--- config.mk ---
export PLATFORM = sky130hd
export DESIGN_NAME = riscv_if_prefetch
export DESIGN_NICKNAME = d
export VERILOG_FILES = /design/src/rtl/riscv_if_prefetch.sv
export SDC_FILE = /design/constraint.sdc
export NUM_CORES = 1
export LEC_CHECK = 0
export CAP_MARGIN = 25
export CELL_PAD_IN_SITES_DETAIL_PLACEMENT = 2
export CELL_PAD_IN_SITES_GLOBAL_PLACEMENT = 2
export CORE_MARGIN = 1
export CORE_UTILIZATION = 43
export CTS_CLUSTER_DIAMETER = 200
export CTS_CLUSTER_SIZE = 28
export DETAILED_ROUTE_END_ITERATION = 10
export GPL_ROUTABILITY_DRIVEN = 0
export GPL_TIMING_DRIVEN = 1
export PLACE_DENSITY_LB_ADDON = 0.1
export SKIP_LAST_GASP = 1
export SYNTH_ARGS = -nofsm -noshare
export SYNTH_HDL_FRONTEND = slang
export SYNTH_SLANG_ARGS = --single-unit
export TNS_END_PERCENT = 5
--- constraint.sdc ---
create_clock -name clk_i -period 4.6 [get_ports clk_i]
set_input_delay 0.46 -clock clk_i [delete_from_list [all_inputs] [get_ports clk_i]]
set_output_delay 0.46 -clock clk_i [all_outputs]
set_load 0.01 [all_outputs]
--- src/rtl/riscv_if_prefetch.sv ---
// Instruction prefetch buffer: issues pipelined fetches for the core, tracks in-flight
// addresses and returns parcels in order, dropping responses that belong to a flushed stream.
module riscv_if_prefetch #(
  parameter int              XLEN        = 32,
  parameter logic [XLEN-1:0] PC_INIT     = 'h200,
  parameter int              PARCEL_SIZE = 32,
  parameter int              DEPTH       = 4
) (
  input  logic                       clk_i,
  input  logic                       rst_ni,
  input  logic [XLEN-1:0]            if_nxt_pc_i,
  input  logic                       if_stall_i,
  input  logic                       if_flush_i,
  output logic                       if_stall_nxt_pc_o,
  output logic [PARCEL_SIZE-1:0]     if_parcel_o,
  output logic [XLEN-1:0]            if_parcel_pc_o,
  output logic [PARCEL_SIZE/16-1:0]  if_parcel_valid_o,
  output logic                       if_parcel_misaligned_o,
  output logic                       if_parcel_page_fault_o,
  output logic                       imem_req_o,
  output logic [XLEN-1:0]            imem_adr_o,
  input  logic                       imem_gnt_i,
  input  logic                       imem_ack_i,
  input  logic [PARCEL_SIZE-1:0]     imem_q_i,
  input  logic                       imem_err_i,
  input  logic                       imem_misaligned_i,
  input  logic                       imem_page_fault_i
);
  localparam int PW = $clog2(DEPTH);
  localparam int CW = $clog2(DEPTH) + 1;
  localparam int SW = CW + 2;
  localparam logic [PARCEL_SIZE-1:0] NOP_PARCEL = PARCEL_SIZE'(32'h0000_0013);

  logic [PARCEL_SIZE-1:0] fifo_parcel_r [DEPTH];
  logic [XLEN-1:0]        fifo_pc_r     [DEPTH];
  logic [XLEN-1:0]        aq_pc_r       [DEPTH];
  logic [DEPTH-1:0]       fifo_mis_r, fifo_pf_r;
  logic [PW-1:0]          fifo_wr_r, fifo_rd_r, aq_wr_r, aq_rd_r, aq_wr_idx_s;
  logic [CW-1:0]          fifo_cnt_r, outstanding_r, discard_r;
  logic [CW-1:0]          fifo_cnt_nxt_s, outstanding_nxt_s, discard_nxt_s;
  logic [SW-1:0]          used_s, flush_pend_s;
  logic                   slot_s, accept_s, stale_ack_s, live_ack_s, fifo_pop_s;

  // slot availability, request handshake and response classification
  always_comb begin
    used_s      = SW'(fifo_cnt_r) + SW'(outstanding_r) + SW'(discard_r);
    slot_s      = (used_s < SW'(DEPTH));
    accept_s    = slot_s & imem_gnt_i;
    stale_ack_s = imem_ack_i & (if_flush_i | (discard_r != '0));
    live_ack_s  = imem_ack_i & ~stale_ack_s;
    fifo_pop_s  = (fifo_cnt_r != '0) & ~if_stall_i & ~if_flush_i;
    aq_wr_idx_s = if_flush_i ? '0 : aq_wr_r;
  end

  assign imem_req_o        = slot_s;
  assign imem_adr_o        = if_nxt_pc_i;
  assign if_stall_nxt_pc_o = ~accept_s;

  // next values of the occupancy counters; a flush turns everything in flight into discards
  always_comb begin
    fifo_cnt_nxt_s    = fifo_cnt_r;
    outstanding_nxt_s = outstanding_r;
    discard_nxt_s     = discard_r;
    flush_pend_s      = SW'(discard_r) + SW'(outstanding_r);
    if (if_flush_i) begin
      fifo_cnt_nxt_s    = '0;
      outstanding_nxt_s = accept_s ? CW'(1) : '0;
      if (imem_ack_i && (flush_pend_s != '0)) begin
        discard_nxt_s = CW'(flush_pend_s - SW'(1));
      end else if (imem_ack_i) begin
        discard_nxt_s = '0;
      end else begin
        discard_nxt_s = CW'(flush_pend_s);
      end
    end else begin
      fifo_cnt_nxt_s    = fifo_cnt_r + CW'(live_ack_s) - CW'(fifo_pop_s);
      outstanding_nxt_s = outstanding_r + CW'(accept_s) - CW'(live_ack_s);
      if (stale_ack_s) begin
        discard_nxt_s = discard_r - CW'(1);
      end else begin
        discard_nxt_s = discard_r;
      end
    end
  end

  // occupancy counters and ring pointers
  always_ff @(posedge clk_i or negedge rst_ni) begin
    if (!rst_ni) begin
      fifo_cnt_r    <= '0;
      outstanding_r <= '0;
      discard_r     <= '0;
      fifo_wr_r     <= '0;
      fifo_rd_r     <= '0;
      aq_wr_r       <= '0;
      aq_rd_r       <= '0;
    end else begin
      fifo_cnt_r    <= fifo_cnt_nxt_s;
      outstanding_r <= outstanding_nxt_s;
      discard_r     <= discard_nxt_s;
      if (if_flush_i) begin
        fifo_wr_r <= '0;
        fifo_rd_r <= '0;
        aq_rd_r   <= '0;
        aq_wr_r   <= accept_s ? PW'(1) : '0;
      end else begin
        if (live_ack_s) fifo_wr_r <= fifo_wr_r + PW'(1);
        if (fifo_pop_s) fifo_rd_r <= fifo_rd_r + PW'(1);
        if (accept_s)   aq_wr_r   <= aq_wr_r + PW'(1);
        if (live_ack_s) aq_rd_r   <= aq_rd_r + PW'(1);
      end
    end
  end

  // in-flight address queue and parcel storage
  always_ff @(posedge clk_i or negedge rst_ni) begin
    if (!rst_ni) begin
      for (int i = 0; i < DEPTH; i++) begin
        aq_pc_r[i]       <= '0;
        fifo_parcel_r[i] <= '0;
        fifo_pc_r[i]     <= '0;
      end
      fifo_mis_r <= '0;
      fifo_pf_r  <= '0;
    end else begin
      if (accept_s) aq_pc_r[aq_wr_idx_s] <= if_nxt_pc_i;
      if (live_ack_s) begin
        fifo_parcel_r[fifo_wr_r] <= imem_q_i;
        fifo_pc_r[fifo_wr_r]     <= aq_pc_r[aq_rd_r];
        fifo_mis_r[fifo_wr_r]    <= imem_misaligned_i;
        fifo_pf_r[fifo_wr_r]     <= imem_page_fault_i | imem_err_i;
      end
    end
  end

  // head presentation; an empty buffer shows a NOP at pc 0
  always_comb begin
    if (fifo_cnt_r != '0) begin
      if_parcel_o            = fifo_parcel_r[fifo_rd_r];
      if_parcel_pc_o         = fifo_pc_r[fifo_rd_r];
      if_parcel_valid_o      = '1;
      if_parcel_misaligned_o = fifo_mis_r[fifo_rd_r];
      if_parcel_page_fault_o = fifo_pf_r[fifo_rd_r];
    end else begin
      if_parcel_o            = NOP_PARCEL;
      if_parcel_pc_o         = '0;
      if_parcel_valid_o      = '0;
      if_parcel_misaligned_o = 1'b0;
      if_parcel_page_fault_o = 1'b0;
    end
  end

  riscv_if_prefetch_chk #(.XLEN(XLEN), .PC_INIT(PC_INIT), .DEPTH(DEPTH), .CW(CW)) u_chk (
    .clk_i         (clk_i),
    .rst_ni        (rst_ni),
    .fifo_cnt      (fifo_cnt_r),
    .outstanding   (outstanding_r),
    .discard       (discard_r),
    .live_ack      (live_ack_s)
  );
endmodule

// Occupancy and configuration invariants of the prefetch buffer.
module riscv_if_prefetch_chk #(
  parameter int              XLEN    = 32,
  parameter logic [XLEN-1:0] PC_INIT = 'h200,
  parameter int              DEPTH   = 4,
  parameter int              CW      = 3
) (
  input logic          clk_i,
  input logic          rst_ni,
  input logic [CW-1:0] fifo_cnt,
  input logic [CW-1:0] outstanding,
  input logic [CW-1:0] discard,
  input logic          live_ack
);
  a_fifo_cnt_max:    assert property (@(posedge clk_i) disable iff (!rst_ni) fifo_cnt <= CW'(DEPTH));
  a_outstanding_max: assert property (@(posedge clk_i) disable iff (!rst_ni) outstanding <= CW'(DEPTH));
  a_discard_max:     assert property (@(posedge clk_i) disable iff (!rst_ni) discard <= CW'(DEPTH));
  a_ack_has_req:     assert property (@(posedge clk_i) disable iff (!rst_ni) live_ack |-> (outstanding != '0));
  a_depth_pow2:      assert property (@(posedge clk_i) (DEPTH >= 2) && ((DEPTH & (DEPTH - 1)) == 0));
  a_pc_init_align:   assert property (@(posedge clk_i) PC_INIT[0] == 1'b0);
endmodule

==> impl_summary.txt <==
----------------------------------------------------
[Global route]
  Total grt overflow ... 0
  Gr usage total ... between 20% and 30%
  Vias in the first global route ... around 12000
  Antenna violations before repair ... 0
  Maximum number of pins on one net before global-route repair ... 110
  Global-route wire length before repair ... about 73000 µm

[Clock tree]
  Clock slew at reported path FFs ... 110 ps
  CTS buffer count ... 18
  Root buffer cell ... clkbuf_16
  Buffer count from post-CTS setup fixing ... 0
  Level count of the clock H-tree ... 1
  Worst-Skew Late Latency ... 550 ps
  Maximum number of buffers from clock root to sink ... 3
  Sinks on Clock Net ... ~410
  Clock tree from TritonCTS ... done

[Die]
  IO Count ... around 180
  Die outline area ... 46000 µm²
  Std-Cell Rows ... 77
  Vertical die dimension ... about 210 µm
  Area of the core ... approximately 44000 µm²
  Starting density of the core ... 43.8%
  Width of the chip ... approximately 210 µm

[Worst setup path]
  Kind of start point of the critical path ... register
  Req. time, crit path ... 4140 ps
  Crit Path Max Fanout ... 6
  Setup slack of the worst register-to-register path ... roughly 600 ps
  Crit path arrival time ... between 3000 and 4000 ps
  Setup Crit Path Kind ... register to primary output
  CP endpoint kind ... primary output

[Timing]
  Relative slew slack ... 38.0%
  Final Skew ... 20.0 ps
  Max-slew violation count ... 0
  Setup repair after global routing missed its margin ... false
  Final Cycle Share ... a little over nine tenths
  Aggregate negative setup slack ... 0 ps
  Minimum period implied by the final worst setup slack ... about 4300 ps
  Fmax ... around 230 MHz
  Fin. Hold Viols ... 0
  Final worst hold slack ... 500 ps
  Worst path setup slack after routing ... 253 ps
  Number of endpoints failing setup at the final stage ... 0
  Slew @ Worst Pin ... between 900 and 1000 ps

[Route]
  Post-detailed-route wirelength per cell ... approximately 24 µm
  Vias after detailed routing ... a little over 10000
  Wire length after detailed routing ... 45400 µm
  Remaining antenna violation count after routing ... 0
  DRT Pass-1 Iters ... 4
  Vias per std cell ... roughly 5.4
  Number of remaining DRC errors ... 0
  First-iteration detailed-routing DRC count ... roughly 400

[Placed design]
  I/O Buffers ... ~170
  Setup slack after placement ... around 440 ps
  DP Wirelength ... about 29000 µm

[Logic synthesis]
  Post-synth ARST share ... between 90% and 100%
  Average cell area after synthesis ... 16.3 µm²
  Number of enable-type register cells in the synthesized netlist ... 0
  Synth Flop Type ... dfrtp_1
  Mapped Cells ... 1194
  Number of storage elements in the synthesis netlist ... 409
  Portion of the post-synthesis area used by sequential elements ... approximately 53%
  Yosys Warn Count ... 0
  Distinct cell type count of the synthesized netlist ... between 40 and 50
  Total standard cell area after synthesis ... about 20000 µm²
  Net count after synthesis ... ~1300

[Power and ir drop]
  Worst voltage drop across the vdd grid ... between 0.3 and 0.4 mV
  Power density over cell area ... roughly 520 nW/µm²
  Leak ... just over 0.01 µW

[Hold path]
  Hold Crit Class ... register to register

[Flow run]
  MaxCap Viol Count ... 0

[Status]
  Run status ... finished, final reports clean

[Cells and area]
  Fraction of final layout cells with drive strength greater than 1 ... around two fifths
  Layout Area Growth over Synthesis ... 13.2%
  Fill cells ... about 4000
  Total number of nets in the final design ... ~1400

----------------------------------------------------
[placed cells by master, fill, tap and decap left out, drive strengths merged, types with 8 or more instances in the layout]
master / n
inv: 19
o21ai: 13
clkdlybuf4s50: 173
nor2: 13
mux2: 389
and2: 63
nor3: 8
buf: 31
dfrtp: 409
nand2: 14
mux4: 98
clkbuf: 21
ha: 17
[power breakdown]
group | switching, µW | internal [µW]
clock | 1150 | 762
combinational | 1900 | 2600
sequential | 595 | 4440
total | 3640 | 7800
[Yosys cell counts, drive strengths merged (3+ instances only)]
library cell	n	share of area (%)
nor2	13	0.25
a21oi	4	0.12
o21ai	13	0.35
xor2	3	0.14
mux4	98	11
nor2b	3	0.097
nand2	14	0.32
fa	6	0.62
clkbuf	12	0.23
nor3b	5	0.22
and2	63	2.0
dfrtp	409	53
buf	92	3.6
ha	17	1.1
inv	19	0.37
nor3	8	0.52
or2	4	0.13
xnor2	7	0.32
mux2	389	25
[sequential cells by signal (all words and copies together), names as in the netlist]
| signal | cells |
|---|---|
| aq_pc_r | 128 |
| aq_wr_r | 2 |
| discard_r | 3 |
| fifo_wr_r | 2 |
| aq_rd_r | 2 |
| outstanding_r | 3 |
| fifo_rd_r | 2 |
| fifo_pf_r | 4 |
| fifo_pc_r | 128 |
| fifo_mis_r | 4 |
| fifo_cnt_r | 3 |
| fifo_parcel_r | 128 |
[metal layers]
layer | vias to the layer above | share of wire, % | global-route usage (%)
met5 | - | 0 | 0
met4 | 0 | 1.0 | 3.24
met3 | 29 | 2.3 | 1.82
met2 | 130 | 49 | 33.9
met1 | 5661 | 48 | 29.7
li1 | 4513 | - | -
[logic make-up after synthesis]
logic type	share of synthesized area, %
adder cells (fa/ha/maj)	1.71
flip-flops	52.7
multiplexers	36.3
AND/OR/NAND/NOR	3.88
XOR/XNOR	0.451
buffers and inverters	4.24
AO/OA/AOI/OAI	0.773
[worst max-delay path, cell delays in order, from the launching register on]
cell	delay [ps]
dfrtp_1	470
inv_1	130
fa_1	520
or2_2	330
fa_1	410
nor2b_1	180
o21ai_2	520
nor3b_2	140
inv_1	120
clkdlybuf4s50_1	540
[path summary, 6_finish.rpt]
kind | from | end | cells past startpoint
min in group asynchronous | rst_ni | fifo_parcel_r[111]$_DFFE_PN0P_ | 2
max in group asynchronous | rst_ni | aq_pc_r[71]$_DFFE_PN0P_ | 3
max | outstanding_r[1]$_DFF_PN0_ | if_stall_nxt_pc_o | 9
min | fifo_pc_r[126]$_DFFE_PN0P_ | fifo_pc_r[126]$_DFFE_PN0P_ | 1
max reg2reg | outstanding_r[1]$_DFF_PN0_ | outstanding_r[2]$_DFF_PN0_ | 15
min reg2reg | fifo_pc_r[126]$_DFFE_PN0P_ | fifo_pc_r[126]$_DFFE_PN0P_ | 1
[stage by stage]
step / total power [µW] / instance area, µm² / instances / util (%)
after floorplan: 8090 / 19400 / 1194 / -
after global placement: 9430 / 21500 / 1886 / 48.4
after detailed placement: 9670 / 21500 / 1886 / 48.4
after CTS: 11600 / 22000 / 1908 / 49.5
after global routing: 12100 / 22000 / 1909 / 49.5
final: 11400 / 22000 / 1910 / 49.5
[cell type report]
class | instances | area [µm²] | area share, %
sequential | 409 | 10200 | 46.6
clock buffer | 21 | 483 | 2.20
inverter | 19 | 71.3 | 0.324
tap | 592 | 741 | 3.37
multi-input combinational | 662 | 8400 | 38.2
clock inverter | 1 | 16.3 | 0.0739
antenna | 1 | 2.50 | 0.0114
timing repair buffer | 205 | 2040 | 9.29
[what timing repair did]
item	CTS	global route
endpoints found under the setup margin	0	1
endpoints found under the hold margin	0	1
gates resized for setup	0	1
hold buffers	0	1
Power figures use the tool's default switching activity.
==> RTL change: new RTL, config.mk and constraints unchanged <==
`DEPTH` is set to 4 in 2 places; all go to 8.
--- a/src/rtl/riscv_if_prefetch.sv
+++ b/src/rtl/riscv_if_prefetch.sv
@@ -4,7 +4,7 @@
   parameter int              XLEN        = 32,
   parameter logic [XLEN-1:0] PC_INIT     = 'h200,
   parameter int              PARCEL_SIZE = 32,
-  parameter int              DEPTH       = 4
+  parameter int              DEPTH       = 8
 ) (
   input  logic                       clk_i,
   input  logic                       rst_ni,
@@ -163,7 +163,7 @@
 module riscv_if_prefetch_chk #(
   parameter int              XLEN    = 32,
   parameter logic [XLEN-1:0] PC_INIT = 'h200,
-  parameter int              DEPTH   = 4,
+  parameter int              DEPTH   = 8,
   parameter int              CW      = 3
 ) (
   input logic          clk_i,
Function: not settled (the Yosys comparison gave no result); the edit may change what the design does.
==> RTL change against the unedited design <==
Power is 61% higher. Synthesized area is 89% higher. First-iteration DRC count is 110% higher. Critical path depth is 3 lower. Critical path type unchanged. Cell count is 99% higher. Global-route usage is 3.0 points higher. Sequential cell count is 399 higher. Worst setup slack better by 0.45 ns. The flow now finishes with violations (hold timing). Final area is 84% higher. Wire length is 120% higher.
==> RTL change: results <==
{
  "drt-met1-wl_um": 41900,
  "buffers": 245,
  "hold_viol_final": 11,
  "viasPerCell": 5.70,
  "place_area_mm2": 0.0396,
  "antenna_found_initial": 2,
  "top_layer": "met5",
  "synthCells": 2600,
  "insertion_delay_ns": 0.60,
  "wl_met3_um": 3000,
  "leakage_nw": 18.4,
  "drt_iter0_drc": 840,
  "syn_nets": 2703,
  "hpwl_um": 62100,
  "ys_seq_area_share_pct": 55.0,
  "grt_util_met1_pct": 30.7,
  "internal_power_mw": 12.4,
  "layoutNonFillerInstCount": 3806,
  "vdd.ir_drop.worst_mv": 0.366,
  "layout.nets": 2771,
  "synth_area_leaders": "dfrtp_1 55%, mux2_2 14%, mux4_2 12%",
  "grtUsageMet3_pct": 2.35,
  "final-nonclk-buf-share_pct": 6.23,
  "cts_max_level": 2,
  "numSequentialCells": 808,
  "multi_input_area_mm2": 0.0153,
  "outcome": "complete, but fails checks",
  "diodes": 0,
  "failed_checks": "hold timing",
  "grt_pass1_vias": 25700,
  "ys_types": 50,
  "drive_gt1_share_pct": 31.5,
  "drt_pass1_iterations": 5,
  "top_regs": "aq_pc_r (256), fifo_parcel_r (256), fifo_pc_r (256)",
  "whs_ns": -0.0366
}
## RTL change: power by group through the flow
| stage | registers, mW | logic, mW | clock network, mW |
|---|---|---|---|
| after global placement | 8.70 | 5.91 | 0 |
| final | 8.64 | 6.06 | 3.76 |
| after CTS | 8.66 | 6.19 | 3.94 |
| after detailed placement | 8.80 | 6.16 | 0 |
| after floorplan | 8.45 | 3.87 | 0 |
| after global routing | 8.77 | 6.60 | 4.13 |
## RTL change: path summary, 6_finish.rpt
path / slack, ns / endpoint / from / cells past startpoint
setup / recovery: 0.70 / if_stall_nxt_pc_o / discard_r[3]$_DFFE_PN0P_ / 6
hold / removal: -0.04 / fifo_parcel_r[39]$_DFFE_PN0P_ / rst_ni / 1
setup reg to reg: 0.99 / aq_pc_r[247]$_DFFE_PN0P_ / discard_r[3]$_DFFE_PN0P_ / 8
hold reg to reg: 0.49 / fifo_pc_r[132]$_DFFE_PN0P_ / fifo_pc_r[132]$_DFFE_PN0P_ / 2
max in group asynchronous: 3.30 / aq_pc_r[57]$_DFFE_PN0P_ / rst_ni / 3
min in group clk_i: 0.35 / fifo_wr_r[2]$_DFFE_PN0P_ / if_flush_i / 2
## RTL change: logic make-up after synthesis
family / count (synthesis) / share of synthesized area (%)
buf+inv: 233 / 3.31
compound gates: 294 / 4.12
xor+xnor: 13 / 0.310
simple gates: 406 / 4.72
flops: 808 / 55.0
fa+ha+maj: 30 / 1.14
mux: 816 / 31.4
## RTL change: critical path: stages, from the launching register on
cell and delay [ns]:
dfrtp_1 0.49, fa_1 0.46, ha_1 0.28, nor4_1 0.40, o211a_1 0.46, inv_2 0.19, clkdlybuf4s50_1 0.56
